`config.mk`:
```
export PLATFORM = sky130hd
export DESIGN_NAME = ex_stage_unit
export DESIGN_NICKNAME = d
export VERILOG_FILES = /design/src/rtl/ex_pkg.sv /design/src/rtl/muldiv_iter.sv /design/src/rtl/ex_stage_unit.sv
export SDC_FILE = /design/constraint.sdc
export NUM_CORES = 1
export LEC_CHECK = 0
export BUFFER_PORTS_ARGS = -buffer_cell sky130_fd_sc_hd__buf_2
export CAP_MARGIN = 10
export CELL_PAD_IN_SITES_DETAIL_PLACEMENT = 1
export CELL_PAD_IN_SITES_GLOBAL_PLACEMENT = 1
export CORE_MARGIN = 4
export CORE_UTILIZATION = 50
export CTS_CLUSTER_DIAMETER = 50
export DETAILED_ROUTE_END_ITERATION = 8
export PLACE_DENSITY_LB_ADDON = 0.25
export SLEW_MARGIN = 0
export SYNTH_ARGS = -nofsm -noshare
export SYNTH_HDL_FRONTEND = slang
export SYNTH_HIERARCHICAL = 1
export SYNTH_SLANG_ARGS = --single-unit
```
`constraint.sdc`:
```
create_clock -name clock -period 9.2 [get_ports clock]
set_clock_uncertainty 0.1 [all_clocks]
set_input_delay 0 -clock clock [delete_from_list [all_inputs] [get_ports clock]]
set_output_delay 0 -clock clock [all_outputs]
set_load 0.01 [all_outputs]
```
`src/rtl/ex_pkg.sv`:
```
// rtl/ex_pkg.sv - shared op encodings, FSM states and constants for the execute stage
package ex_pkg;

    localparam int XLEN  = 32;
    localparam int STEPS = 32;

    typedef enum logic [3:0] {
        OP_ADD   = 4'd0,
        OP_SUB   = 4'd1,
        OP_AND   = 4'd2,
        OP_OR    = 4'd3,
        OP_XOR   = 4'd4,
        OP_SLL   = 4'd5,
        OP_SRL   = 4'd6,
        OP_SRA   = 4'd7,
        OP_SLT   = 4'd8,
        OP_SLTU  = 4'd9,
        OP_MUL   = 4'd10,
        OP_MULHU = 4'd11,
        OP_DIVU  = 4'd12,
        OP_REMU  = 4'd13
    } op_t;

    typedef enum logic [1:0] {
        S_IDLE,
        S_BUSY,
        S_DONE
    } state_t;

    localparam logic [XLEN-1:0] DIV0_QUOTIENT = {XLEN{1'b1}};

    function automatic logic is_multicycle(input logic [3:0] op);
        return (op == OP_MUL) || (op == OP_MULHU) || (op == OP_DIVU) || (op == OP_REMU);
    endfunction

endpackage

```
`src/rtl/muldiv_iter.sv`:
```
// rtl/muldiv_iter.sv - iterative shift-add multiplier and restoring divider
module muldiv_iter
    import ex_pkg::*;
#(
    parameter int XLEN  = 32,
    parameter int STEPS = 32
) (
    input  logic              clock,
    input  logic              reset,
    input  logic              abort,
    input  logic              start,
    input  logic              is_div,
    input  logic [XLEN-1:0]   opa,
    input  logic [XLEN-1:0]   opb,
    output logic              busy,
    output logic              done,
    output logic [2*XLEN-1:0] acc_next
);

    localparam int CW = $clog2(STEPS);

    logic [2*XLEN-1:0] acc;
    logic [XLEN-1:0]   operand;
    logic              div_mode;
    logic [CW-1:0]     count;
    logic [XLEN:0]     mul_sum;
    logic [XLEN:0]     rem_trial;
    logic [XLEN:0]     rem_diff;

    // Multiply: acc = {partial sum, multiplier}. Divide: acc = {remainder, dividend/quotient}.
    always_comb begin
        mul_sum   = {1'b0, acc[2*XLEN-1:XLEN]} + (acc[0] ? {1'b0, operand} : '0);
        rem_trial = acc[2*XLEN-1:XLEN-1];
        rem_diff  = rem_trial - {1'b0, operand};
        if (div_mode) begin
            if (rem_diff[XLEN])
                acc_next = {rem_trial[XLEN-1:0], acc[XLEN-2:0], 1'b0};
            else
                acc_next = {rem_diff[XLEN-1:0], acc[XLEN-2:0], 1'b1};
        end else begin
            acc_next = {mul_sum, acc[XLEN-1:1]};
        end
    end

    assign done = busy && (count == CW'(STEPS - 1));

    always_ff @(posedge clock) begin
        if (reset || abort) begin
            acc      <= '0;
            operand  <= '0;
            div_mode <= 1'b0;
            count    <= '0;
            busy     <= 1'b0;
        end else if (start) begin
            acc      <= {{XLEN{1'b0}}, is_div ? opa : opb};
            operand  <= is_div ? opb : opa;
            div_mode <= is_div;
            count    <= '0;
            busy     <= 1'b1;
        end else if (busy) begin
            acc   <= acc_next;
            count <= count + 1'b1;
            if (done)
                busy <= 1'b0;
        end
    end

endmodule

```
`src/rtl/ex_stage_unit.sv`:
```
// rtl/ex_stage_unit.sv - execute stage: single-cycle ALU plus iterative mul/div with stall
module ex_stage_unit
    import ex_pkg::*;
#(
    parameter int XLEN  = 32,
    parameter int STEPS = 32
) (
    input  logic            clock,
    input  logic            reset,
    input  logic            flush,
    input  logic            in_valid,
    input  logic [3:0]      op,
    input  logic [XLEN-1:0] data_in_1,
    input  logic [XLEN-1:0] data_in_2,
    input  logic [XLEN-1:0] imm_in,
    input  logic            alusrc_in,
    input  logic [4:0]      rd_in,
    output logic            stall,
    output logic            out_valid,
    output logic [XLEN-1:0] result_out,
    output logic [4:0]      rd_out
);

    state_t            state;
    logic [3:0]        op_q;
    logic [4:0]        rd_q;
    logic              b_zero;
    logic [XLEN-1:0]   operand_b;
    logic [XLEN-1:0]   alu_result;
    logic [XLEN-1:0]   md_result;
    logic [2*XLEN-1:0] md_acc_next;
    logic              md_busy;
    logic              md_done;
    logic              accept_multi;

    assign operand_b    = alusrc_in ? imm_in : data_in_2;
    assign accept_multi = (state == S_IDLE) && in_valid && is_multicycle(op);
    assign stall        = !reset && (accept_multi || (state == S_BUSY));

    always_comb begin
        alu_result = '0;
        case (op)
            OP_ADD:  alu_result = data_in_1 + operand_b;
            OP_SUB:  alu_result = data_in_1 - operand_b;
            OP_AND:  alu_result = data_in_1 & operand_b;
            OP_OR:   alu_result = data_in_1 | operand_b;
            OP_XOR:  alu_result = data_in_1 ^ operand_b;
            OP_SLL:  alu_result = data_in_1 << operand_b[4:0];
            OP_SRL:  alu_result = data_in_1 >> operand_b[4:0];
            OP_SRA:  alu_result = $signed(data_in_1) >>> operand_b[4:0];
            OP_SLT:  alu_result = {{(XLEN-1){1'b0}}, $signed(data_in_1) < $signed(operand_b)};
            OP_SLTU: alu_result = {{(XLEN-1){1'b0}}, data_in_1 < operand_b};
            default: alu_result = '0;
        endcase
    end

    always_comb begin
        md_result = '0;
        case (op_q)
            OP_MUL:   md_result = md_acc_next[XLEN-1:0];
            OP_MULHU: md_result = md_acc_next[2*XLEN-1:XLEN];
            OP_DIVU:  md_result = b_zero ? DIV0_QUOTIENT : md_acc_next[XLEN-1:0];
            OP_REMU:  md_result = md_acc_next[2*XLEN-1:XLEN];
            default:  md_result = '0;
        endcase
    end

    muldiv_iter #(
        .XLEN  (XLEN),
        .STEPS (STEPS)
    ) u_muldiv (
        .clock    (clock),
        .reset    (reset),
        .abort    (flush),
        .start    (accept_multi && !flush),
        .is_div   ((op == OP_DIVU) || (op == OP_REMU)),
        .opa      (data_in_1),
        .opb      (operand_b),
        .busy     (md_busy),
        .done     (md_done),
        .acc_next (md_acc_next)
    );

    always_ff @(posedge clock) begin
        if (reset) begin
            state      <= S_IDLE;
            op_q       <= '0;
            rd_q       <= '0;
            b_zero     <= 1'b0;
            out_valid  <= 1'b0;
            result_out <= '0;
            rd_out     <= '0;
        end else if (flush) begin
            state     <= S_IDLE;
            out_valid <= 1'b0;
        end else begin
            case (state)
                S_IDLE: begin
                    out_valid <= 1'b0;
                    if (in_valid) begin
                        if (is_multicycle(op)) begin
                            op_q   <= op;
                            rd_q   <= rd_in;
                            b_zero <= (operand_b == '0);
                            state  <= S_BUSY;
                        end else begin
                            result_out <= alu_result;
                            rd_out     <= rd_in;
                            out_valid  <= 1'b1;
                        end
                    end
                end
                S_BUSY: begin
                    if (md_done) begin
                        result_out <= md_result;
                        rd_out     <= rd_q;
                        out_valid  <= 1'b1;
                        state      <= S_DONE;
                    end else if (!md_busy) begin
                        state <= S_IDLE;
                    end
                end
                // ID/EX still holds the finished instruction here, so inputs are ignored.
                S_DONE: begin
                    out_valid <= 1'b0;
                    state     <= S_IDLE;
                end
                default: state <= S_IDLE;
            endcase
        end
    end

endmodule

```
==> impl_metrics.yaml, run 1 <==
synthesis:
  synth_common_cells: "nor2_1, a21oi_1, nand2_1"
  yosys-top-cells-area: "dfxtp_1, ha_1, mux2i_1, a21oi_1, nor2_1"
  avgSynthCellArea_um2: 7.358
  synth_top_cell_by_area: "dfxtp_1"
  synth_seq_cells: 153
  yosysTopAreaCellShare: 0.1426
  yosysMostFrequentCell: "nor2_1"
  ys.flop_type: "dfxtp_1"
  yosys_warnings: 6
  yosysSeqAreaShare: 0.1426
  ys_async_sr_fraction: 0
  ys_types: 94
  synth_edf_count: 0
  synth_nets: 3202
  syn-instance-count: 2919
  netlist_area_um2: 21480
worst_hold_path:
  hold_class: "primary input to flip-flop"
drt:
  wire_per_inst_um: 30.63
  remaining_drc_errors: 0
  avgViaCountPerCell: 7.244
  routed_wl_um: 106800
  vias: 25250
  drt_iter0_drc: 3075
  antenna_left: 0
  drt_pre_antenna_iters: 6
worst_setup_path:
  critPathMaxFanout: 34
  crit_type: "flip-flop to flip-flop"
  critPathCaptureType: "flip-flop"
  required_ps: 9450
  rrSetupSlack_ps: 3330
  start_kind: "flip-flop"
  crit_arrival_ps: 6120
grt:
  grt_max_degree: 81
  grt_usage: 0.4384
  grt_pass1_vias: 25640
  antenna_found_initial: 2
  grt_pass1_wl_um: 159100
  overflow: 0
timing:
  grt_setup_unrepaired: "false"
  relSlewSlack: 0.2229
  worst_slew_pin_slew_ps: 1164
  hold_viol_final: 0
  slew_viol_final: 0
  setup_slack_ps: 3327
  post-route-min-period_ps: 5873
  setup_viol: 0
  fin_crit_sh: 0.6384
  fmax_ghz: 0.1703
  timing.setup.tns_ps: 0
placement:
  dp_slack_ps: 3743
  port_buffers: 148
  place_hpwl_um: 79000
  globalplace.congestion: 1.065
  place_area_um2: 22310
clocking:
  clock-sinks: 153
  cts_resized: 0
  cts_inserted_buffers: 17
  clkLatencyLatePin_ps: 460
  clkTransAtPathRegs_ps: 90
  clock_path_buffers: 2
  htreeDepth: 4
  cts_tree: "yes"
  cts_root_buf: "clkbuf_16"
  postCtsSetupRepairBufs: 0
finish:
  area_growth_pct: 7.736
  antenna_cells: 0
  nets: 3217
  fin_area_um2: 23140
  drive_above_1_share: 0.1256
  finish.utilization: 0.5479
flow_run:
  cap_violations: 0
outcome:
  status: "finished, final reports clean"
power_and_ir_drop:
  cellPowerDensity_nw_per_um2: 112.6
  p_leak_nw: 9.709
  max-vdd-ir-drop_mv: 0.1482
floorplanning:
  fp.dieW_um: 215.3
  dieHeight_um: 215.3
  initial_core_util: 0.5086
  ios: 149
  placementRows: 75
  dieArea_um2: 46330
  coreArea_um2: 42230
==> cell type report <==
class / instances / area [µm²]
clock inverter: 15 / 178.9
fill: 5358 / 19090
inverter: 153 / 579.3
tap: 539 / 674.4
timing repair buffer: 213 / 1291
clock buffer: 17 / 425.4
multi-input combinational: 2396 / 16920
sequential: 153 / 3065
==> metal layers <==
metal | GRT usage | part of all wire | wire length, µm
met1 | 0.5371 | 0.38 | 40220
met2 | 0.6940 | 0.44 | 46990
met3 | 0.1105 | 0.11 | 11600
met4 | 0.2641 | 0.074 | 7935
met5 | 0 | 0.00025 | 27
==> flip-flops by register name, indices dropped and copies added (netlist names) <==
register,count
state,2
rd_out,5
out_valid,1
op_q,4
u_muldiv/acc,64
rd_q,5
u_muldiv/div_mode,1
b_zero,1
u_muldiv/operand,32
u_muldiv/busy,1
u_muldiv/count,5
result_out,32
==> logic make-up (layout without fill, tap and decap cells) <==
kind of cell,count (synthesis),in the layout,synth area share
buf+inv,370,398,0.07212
simple gates,932,932,0.2017
xor+xnor,66,66,0.02692
compound gates,929,929,0.2927
mux,296,296,0.1618
flops,153,153,0.1426
fa+ha+maj,173,173,0.1022
==> what timing repair did <==
item	CTS	global route
endpoints found under the hold margin	30	0
hold buffers	22	0
endpoints found under the setup margin	0	0
==> per-stage QoR <==
step | hold slack (ps) | power [W] | instances
floorplan | -21.49 | 0.001415 | 2919
global placement | 151.6 | 0.001760 | 3431
detailed placement | 170.1 | 0.001783 | 3432
CTS | 0.8309 | 0.002552 | 3486
global route | 27.48 | 0.002681 | 3486
finish | 39.28 | 0.002606 | 3486
==> path summary, 6_finish.rpt <==
kind / startpoint / endpoint / cells after the start
hold / removal: data_in_1[3] / u_muldiv/operand[3] / 3
setup reg to reg: u_muldiv/acc[0] / result_out[26] / 16
hold reg to reg: result_out[2] / result_out[2] / 2
setup / recovery: u_muldiv/acc[0] / result_out[26] / 16
==> layout by cell type, fill, tap and decap left out, types with 48 or more instances in the layout <==
cell      instances
a21o_1           55
o21ai_0         128
a211oi_1         73
a21oi_1         264
xnor2_1          48
dfxtp_1         151
nor3_1           49
mux2i_1         189
nand3_1          57
ha_1            169
inv_1           148
nand2_1         243
nor2_1          326
mux2_2           68
and2_1           54
buf_2           148
==> critical path: stages, from the launching register on <==
cell	delay [ps]
dfxtp_1	1090
and2_1	250
ha_1	280
a21oi_1	290
o22ai_1	140
nor4_1	240
a21oi_1	180
a21oi_1	440
o21ai_0	230
xnor2_1	180
nor2_1	80
or2_2	350
o221ai_1	420
nand3_1	200
a2111oi_0	950
o31a_1	260
a211oi_1	70
==> power by group <==
| part | leakage, nW | internal [W] | total (W) | switching, W |
|---|---|---|---|---|
| registers | 1.24 | 0.000678 | 0.000695 | 0.0000170 |
| clock network | 0.287 | 0.000390 | 0.000767 | 0.000377 |
| logic | 8.18 | 0.000368 | 0.00114 | 0.000775 |
Power figures use the tool's default switching activity.
==> run 2, diff against run 1 <==
--- a/config.mk
+++ b/config.mk
@@ -10,7 +10,7 @@
 export CELL_PAD_IN_SITES_DETAIL_PLACEMENT = 1
 export CELL_PAD_IN_SITES_GLOBAL_PLACEMENT = 1
 export CORE_MARGIN = 4
-export CORE_UTILIZATION = 50
+export CORE_UTILIZATION = 42
 export CTS_CLUSTER_DIAMETER = 50
 export DETAILED_ROUTE_END_ITERATION = 8
 export PLACE_DENSITY_LB_ADDON = 0.25
==> constraint.sdc (replaced) <==
create_clock -name clock -period 4.8 [get_ports clock]
set_clock_uncertainty 0.1 [all_clocks]
set_input_delay 0 -clock clock [delete_from_list [all_inputs] [get_ports clock]]
set_output_delay 0 -clock clock [all_outputs]
set_load 0.01 [all_outputs]
==> run 2 against run 1 <==
Effect of this change:
- highest routed layer unchanged
- flip-flop and latch count unchanged
- core utilization is 7.4 points lower
- global-route usage down 5.4 points
- total power is 94% higher
- wire length increased by 1.3%
==> impl_metrics.yaml, run 2 (synthesis gave the netlist of run 1 again) <==
worst_setup_path:
  crit_type: "flip-flop to flip-flop"
  critPathCaptureType: "flip-flop"
  required_ps: 5070
  critPathMaxFanout: 7
  crit_arrival_ps: 4900
  start_kind: "flip-flop"
timing:
  grt_setup_unrepaired: "false"
  worst_slew_pin_slew_ps: 1216
  hold_viol_final: 0
  fin_crit_sh: 0.9639
  relSlewSlack: 0.1860
  fmax_ghz: 0.2161
  slew_viol_final: 0
  timing.setup.tns_ps: 0
  post-route-min-period_ps: 4627
  setup_viol: 0
finish:
  largest_reg_flops: 64
  fin_area_um2: 23850
  drive_above_1_share: 0.1464
  stdcell_count: 3681
  layout_common_cells: "nor2_1, a21oi_1, nand2_1"
  area_growth_pct: 11.05
  top_register: "u_muldiv/acc"
  top_regs: "u_muldiv/acc (64), result_out (32), u_muldiv/operand (32)"
  layout_commonest_cell: "nor2_1"
  multi_input_area_um2: 17000
  ff_latch_area_um2: 3065
  fillCellCount: 6320
  nets: 3276
placement:
  place_area_um2: 22940
  port_buffers: 148
  globalplace.congestion: 1.014
  dp_cells: 3622
  place_hpwl_um: 83000
drt:
  avgViaCountPerCell: 6.682
  remaining_drc_errors: 0
  antenna_left: 0
  wire_per_inst_um: 29.39
  drt_iter0_drc: 2511
  routed_wl_um: 108200
  drt_pre_antenna_iters: 6
  vias: 24600
floorplanning:
  fp.dieW_um: 234.1
  ios: 149
  initial_core_util: 0.4263
  dieHeight_um: 234.1
  dieArea_um2: 54820
  coreArea_um2: 50380
  placementRows: 82
worst_hold_path:
  hold_class: "primary input to flip-flop"
clocking:
  cts_root_buf: "clkbuf_16"
  clkLatencyLatePin_ps: 490
  htreeDepth: 4
  cts_inserted_buffers: 17
  clkTransAtPathRegs_ps: 80
  clock_path_buffers: 2
  postCtsSetupRepairBufs: 0
  cts_tree: "yes"
  clock-sinks: 153
outcome:
  status: "finished, final reports clean"
grt:
  grt_usage: 0.3845
  antenna_found_initial: 5
  grt_max_degree: 90
  overflow: 0
  grt_pass1_vias: 25010
  grt_pass1_wl_um: 160100
power_and_ir_drop:
  cellPowerDensity_nw_per_um2: 211.6
  p_leak_nw: 10.03
  max-vdd-ir-drop_mv: 0.2229
flow_run:
  cap_violations: 0
==> run 2: cell types whose count changed in the layout (fill, tap and decap cells not counted), moves of 3 or more <==
cell / delta
o221ai_1: -6
buf_4: +56
o221ai_2: +6
diode_2: +3
inv_6: +4
==> run 2: path summary, 6_finish.rpt <==
check,from,slack [ps],to,cells after the start
hold reg to reg,rd_out[3],410,rd_out[3],2
setup reg to reg,u_muldiv/operand[22],170,result_out[31],17
setup / recovery,u_muldiv/operand[22],170,result_out[31],17
hold / removal,data_in_1[2],40,u_muldiv/operand[2],3
==> run 2: cell type report <==
| type | count | share of cell area |
|---|---|---|
| multi-input combinational | 2396 | 0.7129 |
| sequential | 153 | 0.1285 |
| timing repair buffer | 272 | 0.07365 |
| tap | 672 | 0.03525 |
| inverter | 153 | 0.02429 |
| clock buffer | 17 | 0.01784 |
| clock inverter | 15 | 0.007187 |
| antenna | 3 | 0.0003148 |
==> run 2: timing repair <==
| item | in CTS | in global routing |
|---|---|---|
| hold buffers | 24 | 0 |
| hold endpoints to repair | 42 | 0 |
| endpoints found under the setup margin | 1 | 13 |
| pin swaps | 0 | 0 |
| gates resized for setup | 1 | 13 |
| cloned | 0 | 0 |
==> run 2: power breakdown <==
group	switching, W	internal (W)	total [W]
registers	0.0000311	0.00130	0.00133
clock network	0.000723	0.000746	0.00147
logic	0.00149	0.000756	0.00225
==> run 2: critical path, cell delays in order (launching register included) <==
cell and delay [ps]:
dfxtp_1 400, inv_1 70, ha_1 410, and4_1 300, and4_1 260, or3b_1 370
a21oi_2 220, o21a_1 170, o21a_2 230, buf_4 190, o21ai_0 90, o22a_1 260
o221a_2 330, nor4_1 490, and4_1 280, o21ai_1 90, mux2i_1 160, o21ai_1 90
==> run 2: layer usage <==
layer | wire length [µm] | GRT usage | vias to the layer above
met5 | 28 | 0 | -
met4 | 6903 | 0.2128 | 4
met3 | 8804 | 0.08236 | 337
met2 | 48920 | 0.6235 | 1147
met1 | 43530 | 0.4750 | 12130
li1 | - | - | 10980
==> run 2: metrics by stage <==
step | hold WS, ps | worst slack (ps) | total power (W) | utilization
floorplan | -21.49 | 828.2 | 0.002713 | -
global placement | 153.8 | 90.17 | 0.003478 | 0.4554
detailed placement | 176.3 | -31.82 | 0.003509 | 0.4554
CTS | 0.9299 | 39.19 | 0.004988 | 0.4722
global route | 29.88 | 9.614 | 0.005223 | 0.4734
finish | 36.28 | 173.3 | 0.005047 | 0.4734
==> run 3, diff against run 2 <==
--- a/config.mk
+++ b/config.mk
@@ -10,8 +10,10 @@
 export CELL_PAD_IN_SITES_DETAIL_PLACEMENT = 1
 export CELL_PAD_IN_SITES_GLOBAL_PLACEMENT = 1
 export CORE_MARGIN = 4
-export CORE_UTILIZATION = 42
+export CORE_UTILIZATION = 43
+export CTS_BUF_LIST = sky130_fd_sc_hd__clkbuf_2
 export CTS_CLUSTER_DIAMETER = 50
+export CTS_CLUSTER_SIZE = 28
 export DETAILED_ROUTE_END_ITERATION = 8
 export PLACE_DENSITY_LB_ADDON = 0.25
 export SLEW_MARGIN = 0
==> run 3 against run 2 <==
Effect of this change:
- clock power fell by 49%
- largest cell class unchanged
- global-route usage grew 2.6 points
- largest power group unchanged
- sequential share of layout area is 0.55 points lower
- sequential power is essentially flat
- critical endpoint is now result_out[25]
- cell area is 4.6% higher
==> impl_metrics.yaml, run 3 (synthesis gave the netlist of run 1 again) <==
outcome:
  status: "finished, final reports clean"
drt:
  avgViaCountPerCell: 6.773
  drt_pre_antenna_iters: 7
  vias: 25910
  wire_per_inst_um: 30.01
  routed_wl_um: 114800
  remaining_drc_errors: 0
  antenna_left: 0
  drt_iter0_drc: 2807
grt:
  antenna_found_initial: 5
  grt_pass1_vias: 26350
  overflow: 0
  grt_max_degree: 120
  grt_usage: 0.4110
  grt_pass1_wl_um: 169900
clocking:
  clkLatencyLatePin_ps: 840
  clock-sinks: 153
  clkTransAtPathRegs_ps: 280
  cts_tree: "yes"
  cts_inserted_buffers: 17
  clock_path_buffers: 2
  htreeDepth: 4
  cts_root_buf: "clkbuf_2"
finish:
  nets: 3426
  multi_input_area_um2: 17050
  ff_latch_area_um2: 3070
  top_regs: "u_muldiv/acc (64), result_out (32), u_muldiv/operand (32)"
  layout_commonest_cell: "nor2_1"
  area_growth_pct: 16.21
  finish.utilization: 0.5078
  fillCellCount: 6228
  layout_common_cells: "nor2_1, a21oi_1, nand2_1"
  top_register: "u_muldiv/acc"
  drive_above_1_share: 0.1489
  largest_reg_flops: 64
worst_setup_path:
  crit_type: "flip-flop to flip-flop"
  timing.rr.start: "u_muldiv/acc[0]"
  r2r-end: "result_out[25]"
  r2r_cells: 19
  critPathCaptureType: "flip-flop"
  required_ps: 5440
  start_kind: "flip-flop"
  rrSetupSlack_ps: 210
  crit_arrival_ps: 5230
  critPathMaxFanout: 18
power_and_ir_drop:
  p_seq_frac: 0.295
  combPwrFrac: 0.540
  p_sw_w: 0.002158
  p_leak_nw: 10.53
  cellPowerDensity_nw_per_um2: 181.6
  max-vdd-ir-drop_mv: 0.09887
  internal-power_w: 0.002373
  sw_frac_of_total: 0.4763
  clkPwrFrac: 0.164
  total_power_w: 0.004531
timing:
  post-route-min-period_ps: 4591
  hold_ws_ps: 77.20
  grt_setup_unrepaired: "false"
  relSlewSlack: 0.1291
  setup_viol: 0
  fin_crit_sh: 0.9564
  timing.setup.tns_ps: 0
  hold_viol_final: 0
  fmax_ghz: 0.2178
  worst_slew_pin_slew_ps: 1306
  slew_viol_final: 0
placement:
  port_buffers: 148
  place_hpwl_um: 84840
  globalplace.congestion: 1.047
floorplanning:
  placementRows: 81
  coreArea_um2: 49150
  initial_core_util: 0.4369
  dieHeight_um: 231.5
  fp.dieW_um: 231.5
  ios: 149
  dieArea_um2: 53590
flow_run:
  cap_violations: 0
worst_hold_path:
  worstHoldStart: "imm_in[15]"
  hold_class: "primary input to flip-flop"
  hold_path_depth: 8
  whs_endpoint: "result_out[15]"
==> run 3: cell types whose count changed in the layout (fill, tap and decap cells not counted), sizes merged <==
cell,previous run,this run
dlygate4sd3,24,150
buf,248,270
inv,164,155
clkinv,2,8
clkbuf,17,22
diode,3,5
==> run 3: critical path, cell delays in order, from the launching register on <==
cell and delay [ps]:
dfxtp_1 380, buf_4 210, buf_4 260, and2_1 160, ha_1 300, a21o_1 230, a21o_1 180, a21oi_1 200
nor2_1 60, a211o_1 300, o41ai_2 300, xnor2_1 130, nor2_1 170, a21oi_1 100, o221ai_2 350, o2111ai_1 180
a21o_1 200, a221o_1 290, nor4_2 270, a211oi_1 110
==> run 3: final cells by class <==
type,instances,share of cell area
Timing Repair Buffer,422,0.1289
Sequential cell,153,0.1230
Clock inverter,12,0.004061
Clock buffer,20,0.004011
Antenna cell,5,0.0005013
Tap cell,664,0.03329
Inverter,153,0.02321
Multi-Input combinational cell,2396,0.6830
==> run 3: power by group through the flow <==
stage	sequential, W	clock (W)	combinational, W
global route	0.00134	0.000806	0.00255
floorplan	0.00136	0	0.00136
finish	0.00134	0.000745	0.00245
detailed placement	0.00136	0	0.00219
CTS	0.00133	0.000766	0.00230
global placement	0.00136	0	0.00215
==> run 3: per-stage QoR <==
step | area [µm²] | cells | worst slack, ps
after CTS | 24830 | 3819 | 93.65
after global placement | 23110 | 3637 | 115.0
after detailed placement | 23110 | 3637 | -50.36
final | 24960 | 3825 | 209.2
after global routing | 24960 | 3824 | 29.34
after floorplan | 21480 | 2919 | 828.2
==> run 3: how the worst max path moves through the flow <==
stage	to	startpoint	slack, ps
6_report	result_out[25]	u_muldiv/acc[0]	210
5_1_grt	result_out[0]	u_muldiv/operand[26]	30
4_1_cts	result_out[0]	u_muldiv/operand[23]	90
3_5_place_dp	result_out[25]	u_muldiv/acc[0]	-50
3_3_place_gp	result_out[25]	u_muldiv/acc[0]	120
2_1_floorplan	result_out[25]	u_muldiv/acc[0]	830
==> run 3: what timing repair did <==
item,in CTS,in global routing
hold buffers,150,0
endpoints found under the setup margin,1,9
gates cloned,0,1
pin swaps,0,1
endpoints found under the hold margin,153,0
gates resized for setup,2,27
buffers inserted,0,0
==> run 3: per-layer routing <==
metal  wire, µm  track usage  vias to the layer above  share of wire
met2      51810       0.6681                     1480           0.45
met5          0            0                        -              0
li1           -            -                    11260              -
met3      10090      0.07325                      434          0.088
met4       7825       0.2225                        0          0.068
met1      45070       0.5168                    12730           0.39
